`src/rtl/mips_run_ctrl_if.sv`:
```
// Bundle between the run controller and its host: start/pc in, core reset and run status out.
interface mips_run_ctrl_if #(
   parameter int PC_W  = 32,
   parameter int CNT_W = 32
);
   logic             start;
   logic [PC_W-1:0]  pc;
   logic             cpu_reset;
   logic             running;
   logic             done;
   logic             timeout;
   logic [CNT_W-1:0] cycle_cnt;
   logic [CNT_W-1:0] retire_cnt;

   modport master (
      output start, pc,
      input  cpu_reset, running, done, timeout, cycle_cnt, retire_cnt
   );

   modport slave (
      input  start, pc,
      output cpu_reset, running, done, timeout, cycle_cnt, retire_cnt
   );
endinterface

```
`src/rtl/mips_run_ctrl.sv`:
```
// Run controller for the single-cycle MIPS core: sequences core reset, counts cycles and
// retired instructions, and ends the run on a halt PC, a PC self-loop or a cycle timeout.
module mips_run_ctrl #(
   parameter int              PC_W         = 32,
   parameter int              CNT_W        = 32,
   parameter int              RESET_CYCLES = 4,
   parameter logic [PC_W-1:0] HALT_PC      = PC_W'(32'h0000_3FFC),
   parameter int              HALT_REPEAT  = 3,
   parameter int              MAX_CYCLES   = 100000,
   parameter bit              AUTO_START   = 1'b1
) (
   input  logic            clk,
   input  logic            reset,
   mips_run_ctrl_if.slave  bus
);

   localparam int HOLD_W = $clog2(RESET_CYCLES + 1);
   localparam int SAME_W = $clog2(HALT_REPEAT + 1);

   typedef enum logic [2:0] {
      ST_IDLE,
      ST_HOLD,
      ST_RUN,
      ST_DONE,
      ST_TOUT
   } state_t;

   state_t            state_q, state_d;
   logic              cpu_reset_q, cpu_reset_d;
   logic              running_q, running_d;
   logic              done_q, done_d;
   logic              timeout_q, timeout_d;
   logic [CNT_W-1:0]  cycle_cnt_q, cycle_cnt_d;
   logic [CNT_W-1:0]  retire_cnt_q, retire_cnt_d;
   logic [HOLD_W-1:0] hold_cnt_q, hold_cnt_d;
   logic [SAME_W-1:0] same_cnt_q, same_cnt_d;
   logic [PC_W-1:0]   prev_pc_q, prev_pc_d;
   logic              first_q, first_d;

   logic go_hold;
   logic pc_same;
   logic halt_hit;
   logic tout_hit;

   function automatic logic [CNT_W-1:0] sat_inc(input logic [CNT_W-1:0] v);
      return (v == '1) ? v : v + 1'b1;
   endfunction

   always_comb begin
      state_d      = state_q;
      cpu_reset_d  = cpu_reset_q;
      running_d    = running_q;
      done_d       = done_q;
      timeout_d    = timeout_q;
      cycle_cnt_d  = cycle_cnt_q;
      retire_cnt_d = retire_cnt_q;
      hold_cnt_d   = hold_cnt_q;
      same_cnt_d   = same_cnt_q;
      prev_pc_d    = prev_pc_q;
      first_d      = first_q;
      go_hold      = 1'b0;
      pc_same      = (bus.pc == prev_pc_q);
      halt_hit     = 1'b0;
      tout_hit     = 1'b0;

      case (state_q)
         ST_IDLE: begin
            cpu_reset_d = 1'b1;
            running_d   = 1'b0;
            if (AUTO_START || bus.start) go_hold = 1'b1;
         end

         ST_HOLD: begin
            if (hold_cnt_q == HOLD_W'(RESET_CYCLES - 1)) begin
               state_d     = ST_RUN;
               cpu_reset_d = 1'b0;
               running_d   = 1'b1;
               first_d     = 1'b1;
            end else begin
               hold_cnt_d = hold_cnt_q + 1'b1;
            end
         end

         ST_RUN: begin
            prev_pc_d = bus.pc;
            first_d   = 1'b0;
            // The first RUN sample only seeds prev_pc; retire/halt logic starts afterwards.
            if (!first_q) begin
               if (!pc_same) begin
                  retire_cnt_d = sat_inc(retire_cnt_q);
                  same_cnt_d   = '0;
               end else if (same_cnt_q != '1) begin
                  same_cnt_d = same_cnt_q + 1'b1;
               end
               halt_hit = (bus.pc == HALT_PC) ||
                          (pc_same && (int'(same_cnt_q) + 1 >= HALT_REPEAT - 1));
            end
            tout_hit = (cycle_cnt_q == CNT_W'(MAX_CYCLES - 1));

            if (halt_hit) begin
               state_d     = ST_DONE;
               done_d      = 1'b1;
               running_d   = 1'b0;
               cycle_cnt_d = sat_inc(cycle_cnt_q);
            end else if (tout_hit) begin
               // The cycle counter stops at MAX_CYCLES-1 on a timeout.
               state_d   = ST_TOUT;
               timeout_d = 1'b1;
               running_d = 1'b0;
            end else begin
               cycle_cnt_d = sat_inc(cycle_cnt_q);
            end
         end

         ST_DONE, ST_TOUT: begin
            if (bus.start) go_hold = 1'b1;
         end

         default: begin
            state_d = ST_IDLE;
         end
      endcase

      if (go_hold) begin
         state_d      = ST_HOLD;
         cpu_reset_d  = 1'b1;
         running_d    = 1'b0;
         done_d       = 1'b0;
         timeout_d    = 1'b0;
         cycle_cnt_d  = '0;
         retire_cnt_d = '0;
         hold_cnt_d   = '0;
         same_cnt_d   = '0;
      end
   end

   always_ff @(posedge clk or negedge reset) begin
      if (!reset) begin
         state_q      <= ST_IDLE;
         cpu_reset_q  <= 1'b1;
         running_q    <= 1'b0;
         done_q       <= 1'b0;
         timeout_q    <= 1'b0;
         cycle_cnt_q  <= '0;
         retire_cnt_q <= '0;
         hold_cnt_q   <= '0;
         same_cnt_q   <= '0;
         prev_pc_q    <= '0;
         first_q      <= 1'b0;
      end else begin
         state_q      <= state_d;
         cpu_reset_q  <= cpu_reset_d;
         running_q    <= running_d;
         done_q       <= done_d;
         timeout_q    <= timeout_d;
         cycle_cnt_q  <= cycle_cnt_d;
         retire_cnt_q <= retire_cnt_d;
         hold_cnt_q   <= hold_cnt_d;
         same_cnt_q   <= same_cnt_d;
         prev_pc_q    <= prev_pc_d;
         first_q      <= first_d;
      end
   end

   assign bus.cpu_reset  = cpu_reset_q;
   assign bus.running    = running_q;
   assign bus.done       = done_q;
   assign bus.timeout    = timeout_q;
   assign bus.cycle_cnt  = cycle_cnt_q;
   assign bus.retire_cnt = retire_cnt_q;

endmodule

```
`src/flat_wrapper.sv`:
```
// flat-port wrapper written by rule: the top's interface ports become plain ports
module mips_run_ctrl_flat 
#(
   parameter int              PC_W         = 32,
   parameter int              CNT_W        = 32,
   parameter int              RESET_CYCLES = 4,
   parameter logic [PC_W-1:0] HALT_PC      = PC_W'(32'h0000_3FFC),
   parameter int              HALT_REPEAT  = 3,
   parameter int              MAX_CYCLES   = 100000,
   parameter bit              AUTO_START   = 1'b1
)
  (clk, reset, bus_start, bus_pc, bus_cpu_reset, bus_running, bus_done, bus_timeout, bus_cycle_cnt, bus_retire_cnt);
  mips_run_ctrl_if #(.PC_W(PC_W), .CNT_W(CNT_W)) bus_i ();
  input  logic clk;
  input  logic reset;
  input wire logic [$bits(bus_i.start)-1:0] bus_start;
  input wire logic [$bits(bus_i.pc)-1:0] bus_pc;
  output wire logic [$bits(bus_i.cpu_reset)-1:0] bus_cpu_reset;
  output wire logic [$bits(bus_i.running)-1:0] bus_running;
  output wire logic [$bits(bus_i.done)-1:0] bus_done;
  output wire logic [$bits(bus_i.timeout)-1:0] bus_timeout;
  output wire logic [$bits(bus_i.cycle_cnt)-1:0] bus_cycle_cnt;
  output wire logic [$bits(bus_i.retire_cnt)-1:0] bus_retire_cnt;
  assign bus_i.start = bus_start;
  assign bus_i.pc = bus_pc;
  assign bus_cpu_reset = bus_i.cpu_reset;
  assign bus_running = bus_i.running;
  assign bus_done = bus_i.done;
  assign bus_timeout = bus_i.timeout;
  assign bus_cycle_cnt = bus_i.cycle_cnt;
  assign bus_retire_cnt = bus_i.retire_cnt;
  mips_run_ctrl #(.PC_W(PC_W), .CNT_W(CNT_W), .RESET_CYCLES(RESET_CYCLES), .HALT_PC(HALT_PC), .HALT_REPEAT(HALT_REPEAT), .MAX_CYCLES(MAX_CYCLES), .AUTO_START(AUTO_START)) u_core (.clk(clk), .reset(reset), .bus(bus_i));
endmodule
```
`config.mk`:
```
export PLATFORM = sky130hd
export DESIGN_NAME = mips_run_ctrl_flat
export DESIGN_NICKNAME = d
export VERILOG_FILES = /design/src/rtl/mips_run_ctrl_if.sv /design/src/rtl/mips_run_ctrl.sv /design/src/flat_wrapper.sv
export SDC_FILE = /design/constraint.sdc
export NUM_CORES = 1
export LEC_CHECK = 0
export CORE_MARGIN = 3
export CORE_UTILIZATION = 40
export CTS_BUF_LIST = sky130_fd_sc_hd__clkbuf_8
export DETAILED_ROUTE_END_ITERATION = 7
export PLACE_DENSITY = 0.67
export SYNTH_ARGS = -nofsm -noshare
export SYNTH_HDL_FRONTEND = slang
export SYNTH_SLANG_ARGS = --single-unit
```
`constraint.sdc`:
```
create_clock -name clk -period 2.8 [get_ports clk]
set_input_delay 0.7 -clock clk [delete_from_list [all_inputs] [get_ports clk]]
set_output_delay 0.7 -clock clk [all_outputs]
set_load 0.01 [all_outputs]
```
==> impl_metrics.csv <==
group,metric,value,unit
setup_path,end_kind,"flip-flop",
floorplanning,start_util,0.418,
placed_design,gp_congestion,0.801,
yosys,synth_edf_count,0,
clock_tree,cts_tree,"yes",
clock_tree,cts-hold-fix-buffers,0,
floorplanning,ios,103,
setup_path,path_depth,9,
route,vias_per_cell,5.71,
clock_tree,numCtsBuffers,9,
global_route,antenna_found_initial,0,
sta,hold_viol,0,
layout,antenna_cells,0,
sta,post-route-period-util,1.00,
global_route,grt.overflow.total,0,
clock_tree,clk_pin_slew,0.10,ns
clock_tree,clock_latency,0.39,ns
sta,worst_pin_slew,0.562,ns
power,powerDensity,380,nW/um2
floorplanning,core,14200,um2
power,vdd_drop_max,299,uV
setup_path,timing.critical_path.buf_inv,2,
setup_path,crit_start,"bus_pc[4]",
clock_tree,cts_htree_levels,3,
layout,fin_nets,782,
setup_path,crit_type,"input port to flip-flop",
power,leakage,0.00329,uW
setup_path,worstReg2RegEnd,"u_core.bus.cycle_cnt[26]",
route,drt_iter0_markers,277,
route,routedWlPerCell,17.1,um
setup_path,cp.required,3.08,ns
placed_design,io_buffers,102,
sta,maxSlewViolCount,0,
clock_tree,clkSinkCount,109,
sta,finalSetupViolCount,1,
layout,final_area,7820,um2
setup_path,r2r_cells,9,
placed_design,hpwl,10800,um
yosys,netlist_area,5940,um2
yosys,async_flop_share,1.00,
run_status,status,"finished with violations",
sta,fin_crit,2.81,ns
yosys,synthCells,609,
floorplanning,die_h,128,um
setup_path,endpoint,"u_core.bus.cycle_cnt[26]",
placed_design,place_area,7410,um2
route,dr_total_vias,5284,
clock_tree,root_buffer,"clkbuf_8",
route,drc,0,
sta,fmax,356,MHz
setup_path,worstPathCellList,"clkdlybuf4s50_1 -> and4b_1 -> nand4_1 -> nor4_4 -> a31o_4 -> a21oi_4 -> or3_4 -> buf_12 -> o41ai_4",
floorplanning,die-area,16300,um2
yosys,dominantRegCellSynth,"dfrtp_1",
floorplanning,fp.dieW,128,um
setup_path,crit_path_max_fanout,8,
yosys,postSynthAreaPerCell,9.75,um2
setup_path,r2r_start,"u_core.bus.cycle_cnt[0]",
route,ant_nets,0,
sta,clock_skew,0.0175,ns
sta,setup_ws,-0.00553,ns
yosys,yosys_register_bits,109,
sta,grt_setup_unrepaired,"true",
yosys,synth_seq_area_share,0.460,
sta,max_slew_margin,0.625,
floorplanning,rows,43,
global_route,grt_pass1_wl,26200,um
global_route,grt_use_total,0.195,
clock_tree,cts.path.max_buffers,2,
yosys,synth_fp_nets,650,
layout,post-route-util,0.550,
run,drv_cap,0,
run_status,violations,"setup timing",
setup_path,rrSetupSlack,0.21,ns
layout,area_growth,31.7,%
setup_path,cpPeakStageDelay,0.52,ns
sta,setup_tns,-0.00553,ns
global_route,grt_pass1_vias,5312,
yosys,yosys_warnings,0,
route,wirelength,15900,um
layout,n_fill_cell,1270,
global_route,grt_start_max_net_pins,42,
setup_path,cpMaxStageDelayCell,"clkdlybuf4s50_1",
layout,layout-drive-gt1-share,0.166,
setup_path,crit_arrival,3.08,ns
route,firstDrtPassIters,5,
yosys,synth.distinct_cells,52,
setup_path,critPathLaunchType,"input port",
worst_hold_path,hold_class,"input port to asynchronous set/reset pin",
setup_path,crit_family,"simple AND/OR/NAND/NOR gates",
-- through the flow --
step                power, uW  std cells  worst slack (ns)  hold slack [ns]
global route             3100        926           -0.0694            0.320
global placement         1970        907            -0.539            0.461
detailed placement       1980        907            -0.639            0.467
CTS                      3020        924          -0.00823            0.305
finish                   2970        926          -0.00553            0.296
floorplan                1790        609             0.226            0.404
-- cell usage after synthesis (all sizes together), types with 2 or more instances --
cell type	count	share of area
a21oi	29	0.026
a22oi	2	0.0034
a31o	2	0.0044
a31oi	9	0.0095
and2	9	0.0099
and3	15	0.016
and4	4	0.0063
buf	11	0.013
clkbuf	16	0.010
dfrtp	108	0.46
ha	6	0.013
inv	16	0.010
mux2	33	0.063
mux2i	2	0.0034
nand2	53	0.034
nand2b	3	0.0032
nand3	36	0.030
nand4	25	0.026
nor2	37	0.023
nor3	7	0.0067
nor4	14	0.022
o211ai	7	0.0089
o21ai	49	0.041
o31ai	36	0.046
o41ai	5	0.0099
or3	14	0.015
or4	14	0.018
xnor2	35	0.052
xor2	3	0.0044
-- metal layers --
layer  vias to the layer above  part of all wire  GRT usage
li1                       2531                 -          -
met1                      2595              0.46      0.264
met2                       138              0.47      0.319
met3                        20             0.048     0.0375
met4                         0             0.016     0.0618
met5                         -                 0          0
-- timing repair --
action | 4_1_cts | 5_1_grt
setup endpoints to repair | 27 | 23
endpoints found under the hold margin | 0 | 0
cloned | 0 | 2
resized for setup | 4 | 31
setup buffers | 1 | 0
pin swaps | 4 | 10
-- sequential cells by signal, indices dropped and copies added (netlist names) --
signal,cells
u_core.bus.done,1
u_core.state_q,3
u_core.bus.cpu_reset,1
u_core.bus.running,1
u_core.hold_cnt_q,3
u_core.bus.cycle_cnt,32
u_core.bus.retire_cnt,32
u_core.prev_pc_q,32
u_core.same_cnt_q,2
u_core.bus.timeout,1
u_core.first_q,1
-- placed cells by master (no fill, tap or decap), types with 9 or more instances in the layout --
master and n:
dfrtp_1 108, clkdlybuf4s50_1 80, nand2_1 52, o21ai_0 44, buf_4 41, nand3_1 36
nor2_1 36, o31ai_1 35, mux2_2 33, xnor2_1 31, a21oi_1 28, nand4_1 25
dlymetal6s2s_1 20, inv_1 18, and3_1 15, or4_1 14, or3_1 13, a31oi_1 9
clkbuf_8 9
-- area by class of cell --
cell class	count	area (um2)	area share
flip-flops and latches	109	2730	0.349
repair buffers	148	1490	0.190
multi-input cells	457	3110	0.398
well taps	180	225	0.0288
clock buffers	9	124	0.0158
clock inverters	7	82.6	0.0106
inverters	16	60.1	0.00768
-- worst min path at each step --
stage / end / start / slack, ns
2_1_floorplan: u_core.bus.cycle_cnt[0] / reset / 0.40
3_3_place_gp: u_core.bus.timeout / u_core.bus.timeout / 0.46
3_5_place_dp: u_core.bus.timeout / u_core.bus.timeout / 0.47
4_1_cts: u_core.prev_pc_q[19] / reset / 0.31
5_1_grt: u_core.prev_pc_q[19] / reset / 0.32
6_report: u_core.prev_pc_q[19] / reset / 0.30
-- logic make-up (layout without fill, tap and decap cells) --
| kind of cell | count (synthesis) | count (layout) | synth area share |
|---|---|---|---|
| AO/OA/AOI/OAI | 142 | 142 | 0.155 |
| XOR/XNOR | 38 | 38 | 0.0561 |
| adder cells (fa/ha/maj) | 6 | 6 | 0.0126 |
| buffers and inverters | 43 | 180 | 0.0333 |
| flip-flops | 109 | 109 | 0.460 |
| multiplexers | 35 | 35 | 0.0660 |
| AND/OR/NAND/NOR | 236 | 236 | 0.217 |
-- where the power goes --
group	internal (uW)	total (uW)	switching, uW
Combinational	156	280	124
Clock	494	1030	535
Sequential	1620	1670	47.8
Total	2270	2970	707
Power figures use the tool's default switching activity.
==> variant 1 (same settings) <==
One comparison of `cycle_cnt_q` changes from == to >=.
--- a/src/rtl/mips_run_ctrl.sv
+++ b/src/rtl/mips_run_ctrl.sv
@@ -97,3 +97,3 @@
             end
-            tout_hit = (cycle_cnt_q == CNT_W'(MAX_CYCLES - 1));
+            tout_hit = (cycle_cnt_q >= CNT_W'(MAX_CYCLES - 1));
 
Check against the original RTL: same outputs for any inputs over 10 cycles, from zero or initial values and one cycle with reset low; that may be too few to reach the edited logic, so the function may still have changed.
==> variant 1 against the original RTL <==
The run still ends with negative setup slack left. Global-route usage grew 0.13 points. Sequential cell count is the same. Wire length grew 5.4%. Count of clock-buffer cells in the layout grew 2. Hold slack gained 27 ps. Synthesized cell count grew 12%. Highest routed layer unchanged. Setup slack lost 25 ps. Synthesized area grew 0.61%. Power shrank 4.1%. Cell area grew 4.4%. Clock power shrank 3%. Clock skew grew 0.94 ps. Die area grew 0.59%.
==> variant 1: results (changes against the original RTL) <==
* Outcome: finished, violations left (unchanged)
* Violated checks: negative setup slack (unchanged)
* Static leakage at 3.60 nW (was 3.29 nW)
* Unique cell type count in the Yosys netlist at 53 (was 52)
* Post-Synth Adder-Cell Area at 0.0126 (about the same)
* GRT met3 Usage at 0.0288 (was 0.0375)
* XOR/XNOR share of the synthesized area at 0.0557 (was 0.0561)
* Reg2reg start: u_core.bus.cycle_cnt[1] (was u_core.bus.cycle_cnt[0])
* Hpwl dp at 11600 um (was 10800 um)
* N_diodes at 0 (unchanged)
* Final setup violation count at 2 (was 1)
* Largest net degree at the start of global routing at 47 (was 42)
* Worst slew pin tran at 782 ps (was 562 ps)
* Worst path slowest cell: a311oi_4 (was clkdlybuf4s50_1)
* Critical Path AT at 3110 ps (was 3080 ps)
* Syn_nets at 722 (was 650)
* Worst-path maximum fanout at 7 (was 8)
* Layout cell share with drive strength beyond 1 at 0.157 (was 0.166)
* Ranking of synthesized cells by area: dfrtp_1, nand2_1, xnor2_1, or3_1, a21oi_1 (was dfrtp_1, mux2_2, xnor2_1, o31ai_1, o21ai_0)
* Max VDD drop at 191 uV (was 299 uV)
* Sequential area share after synthesis at 0.457 (was 0.460)
* # fillers at 1255 (was 1270)
* Slowest stage delay, CP at 720 ps (was 520 ps)
* Critical path's top delay family: compound AO/OA/AOI/OAI gates (was simple AND/OR/NAND/NOR gates)
* Fin Clk Skew at 18.4 ps (was 17.5 ps)
* Post-synthesis compound-gate area fraction at 0.102 (was 0.155)
* Detailed Route WL at 16700 um (was 15900 um)
* Vias/cell at 5.62 (was 5.71)
* Flop-to-flop setup slack at -30 ps (was 210 ps)
* Top post-synthesis cells by count: nand2_1, dfrtp_1, a21oi_1 (was dfrtp_1, nand2_1, o21ai_0)
* Sw Share at 0.238 (about the same)
* Met1 Usage GRT at 0.261 (was 0.264)
* Total track usage at 0.197 (was 0.195)
* First-pass GRT wire length at 26300 um (was 26200 um)
* Number of nets in the layout at 882 (was 782)
* Met2 capacity usage during global routing at 0.326 (was 0.319)
* Vias in the first global route at 5459 (was 5312)
* Mux share of post-synthesis cell area at 0.0254 (was 0.0660)
* Setup WS post-layout at -30.6 ps (was -5.53 ps)
* FF-to-FF path depth at 9 (unchanged)
* Setup total negative slack at -41.6 ps (was -5.53 ps)
* Final GP Congestion at 0.878 (was 0.801)
* R2R Path End: u_core.bus.cycle_cnt[1] (was u_core.bus.cycle_cnt[26])
* Initial antenna violation count at 0 (unchanged)
* DP Worst Slack at -396 ps (was -639 ps)
* Iteration-0 DRC Markers at 443 (was 277)
## variant 1: cell types whose count changed in the layout (fill, tap and decap cells not counted), sizes merged, moves of 21 or more
cell   unedited run  this run
buf              45        73
mux2             33         1
nand2            53       157
o31ai            36         2
or3              14        35
## variant 1: through the flow
| step | power [mW] | instance area, um^2 | hold WS [ps] | cells |
|---|---|---|---|---|
| detailed placement | 1.89 | 7530 | 483 | 991 |
| floorplan | 1.73 | 5970 | 404 | 681 |
| global placement | 1.88 | 7530 | 477 | 991 |
| global route | 2.98 | 8170 | 356 | 1029 |
| finish | 2.85 | 8170 | 324 | 1029 |
| CTS | 2.88 | 7730 | 322 | 1006 |
## variant 1: layout make-up
| type | instances | area [um^2] | area share |
|---|---|---|---|
| Inverter | 13 | 48.8 | 0.00598 |
| Multi-Input combinational cell | 531 | 3210 | 0.393 |
| Sequential cell | 109 | 2740 | 0.336 |
| Clock inverter | 4 | 47.5 | 0.00582 |
| Timing Repair Buffer | 177 | 1740 | 0.213 |
| Clock buffer | 11 | 151 | 0.0185 |
| Tap cell | 184 | 230 | 0.0282 |
## variant 1: cells by family (layout without fill, tap and decap cells)
family          after synthesis  count (layout)
flops                       109             109
buf+inv                      41             205
mux                          15              15
compound gates              105             105
xor+xnor                     38              38
simple gates                367             367
fa+ha+maj                     6               6
## variant 1: timing repair
| action | in CTS | in global routing |
|---|---|---|
| buffers inserted | 0 | 17 |
| gates resized for setup | 1 | 53 |
| endpoints found under the hold margin | 0 | 0 |
| gates cloned | 0 | 6 |
| hold buffers | 0 | 0 |
| pin swaps | 0 | 18 |
| endpoints found under the setup margin | 2 | 29 |
## variant 1: power by group through the flow
stage	clock network [mW]	logic, mW	registers [mW]
floorplan	0	0.0750	1.66
global placement	0	0.224	1.66
detailed placement	0	0.229	1.66
CTS	1.02	0.229	1.63
global route	1.09	0.251	1.64
finish	0.994	0.226	1.63
## variant 1: how the worst max path moves through the flow
stage                     depth (start not counted)  slack [ps]                    start                  endpoint
final                                             9         -30  u_core.bus.cycle_cnt[1]   u_core.bus.cycle_cnt[1]
after global routing                              9        -120  u_core.bus.cycle_cnt[1]   u_core.bus.cycle_cnt[1]
after CTS                                         9          10               bus_pc[14]  u_core.bus.cycle_cnt[16]
after detailed placement                          9        -400               bus_pc[14]  u_core.bus.cycle_cnt[24]
after global placement                            9        -360                bus_pc[1]   u_core.bus.cycle_cnt[5]
after floorplan                                   9         250               bus_pc[15]   u_core.bus.cycle_cnt[8]
## variant 1: layer usage
layer | part of all wire | vias up
met4 | 0.022 | 0
met2 | 0.49 | 220
li1 | - | 2734
met3 | 0.059 | 39
met1 | 0.43 | 2787
met5 | 0 | -
==> variant 2 (config.mk and constraints unchanged) <==
Made on the original files. `CNT_W` is set to 32 in 3 places; all go to 48.
--- a/src/rtl/mips_run_ctrl_if.sv
+++ b/src/rtl/mips_run_ctrl_if.sv
@@ -3,3 +3,3 @@
    parameter int PC_W  = 32,
-   parameter int CNT_W = 32
+   parameter int CNT_W = 48
 );
--- a/src/rtl/mips_run_ctrl.sv
+++ b/src/rtl/mips_run_ctrl.sv
@@ -4,3 +4,3 @@
    parameter int              PC_W         = 32,
-   parameter int              CNT_W        = 32,
+   parameter int              CNT_W        = 48,
    parameter int              RESET_CYCLES = 4,
--- a/src/flat_wrapper.sv
+++ b/src/flat_wrapper.sv
@@ -4,3 +4,3 @@
    parameter int              PC_W         = 32,
-   parameter int              CNT_W        = 32,
+   parameter int              CNT_W        = 48,
    parameter int              RESET_CYCLES = 4,
Ports: changed (resized bus_cycle_cnt and bus_retire_cnt); port bits go from 103 to 135. The function was not compared with the original's and may differ.
==> variant 2 against the original RTL <==
Critical path depth up 2. Via count up 39%. Synthesized area up 31%. Clock skew down 2.9 ps. Maximum frequency up 2.6%. Global-route usage up 1.3 points. Sequential cell count up 32. Wire length up 43%. Power up 78%. Setup slack better by 71 ps. Cell area up 35%. Critical endpoint is now u_core.bus.retire_cnt[13].
==> variant 2: results (changes against the original RTL) <==
* Outcome: completed (was finished, violations left)
* Post-synthesis compound-gate area fraction at 0.158 (was 0.155)
* XOR/XNOR share of the synthesized area at 0.0495 (was 0.0561)
* Clk pwr share at 0.337 (was 0.346)
* Met3 WL post-DR at 1170 um (was 757 um)
* Largest net degree at the start of global routing at 64 (was 42)
* Num CTS Buffers at 17 (was 9)
* Number of nets in the layout at 1049 (was 782)
* Mapped Cells at 819 (was 609)
* Crit path from: bus_pc[28] (was bus_pc[4])
* Critical path's top delay family: buffers and inverters (was simple AND/OR/NAND/NOR gates)
* Clock slew at the register clock pins of the worst setup and hold paths at 70 ps (was 100 ps)
* First-pass GRT wire length at 36500 um (was 26200 um)
* Inverters, non-clock at 18 (was 16)
* Worst-path maximum fanout at 19 (was 8)
* Ranking of synthesized cells by area: dfrtp_1, mux2_2, xor2_1, o31ai_1, nand2_1 (was dfrtp_1, mux2_2, xnor2_1, o31ai_1, o21ai_0)
* Seq. pwr at 2.49 mW (was 1.67 mW)
* # port buffers at 134 (was 102)
* Sequential area share after synthesis at 0.453 (was 0.460)
* Worst rel slew slack at 0.583 (was 0.625)
* Total track usage at 0.208 (was 0.195)
* # fillers at 1703 (was 1270)
* Buffers, non-clock at 207 (was 148)
* Met2 Wirelength at 10900 um (was 7530 um)
* Top post-synthesis cells by count: dfrtp_1, nand2_1, nor2_1 (was dfrtp_1, nand2_1, o21ai_0)
* Design internal power at 3.83 mW (was 2.27 mW)
* Static leakage at 4.23 nW (was 3.29 nW)
* Vias in the first global route at 6978 (was 5312)
variant 2: worst min path at each step:
| stage | endpoint | slack [ps] | cells past startpoint |
|---|---|---|---|
| finish | u_core.bus.retire_cnt[5] | 210 | 1 |
| global route | u_core.prev_pc_q[2] | 260 | 1 |
| CTS | u_core.bus.retire_cnt[5] | 240 | 1 |
| detailed placement | u_core.state_q[1] | 450 | 1 |
| global placement | u_core.state_q[1] | 440 | 1 |
| floorplan | u_core.bus.cycle_cnt[0] | 400 | 0 |
variant 2: through the flow:
step | total power [mW] | setup TNS [ps] | setup WS (ps) | cell area [um^2]
floorplan | 2.85 | 0 | 102 | 7780
global placement | 3.51 | -36320 | -595 | 9870
detailed placement | 3.54 | -36290 | -640 | 9870
CTS | 5.33 | 0 | 28.6 | 10300
global route | 5.54 | 0 | 1.98 | 10500
finish | 5.29 | 0 | 65.7 | 10500
variant 2: timing repair:
action,CTS,global route
pin swaps,3,14
resized for setup,7,24
setup endpoints to repair,20,58
endpoints found under the hold margin,0,0
setup buffers,0,3
cloned,0,4
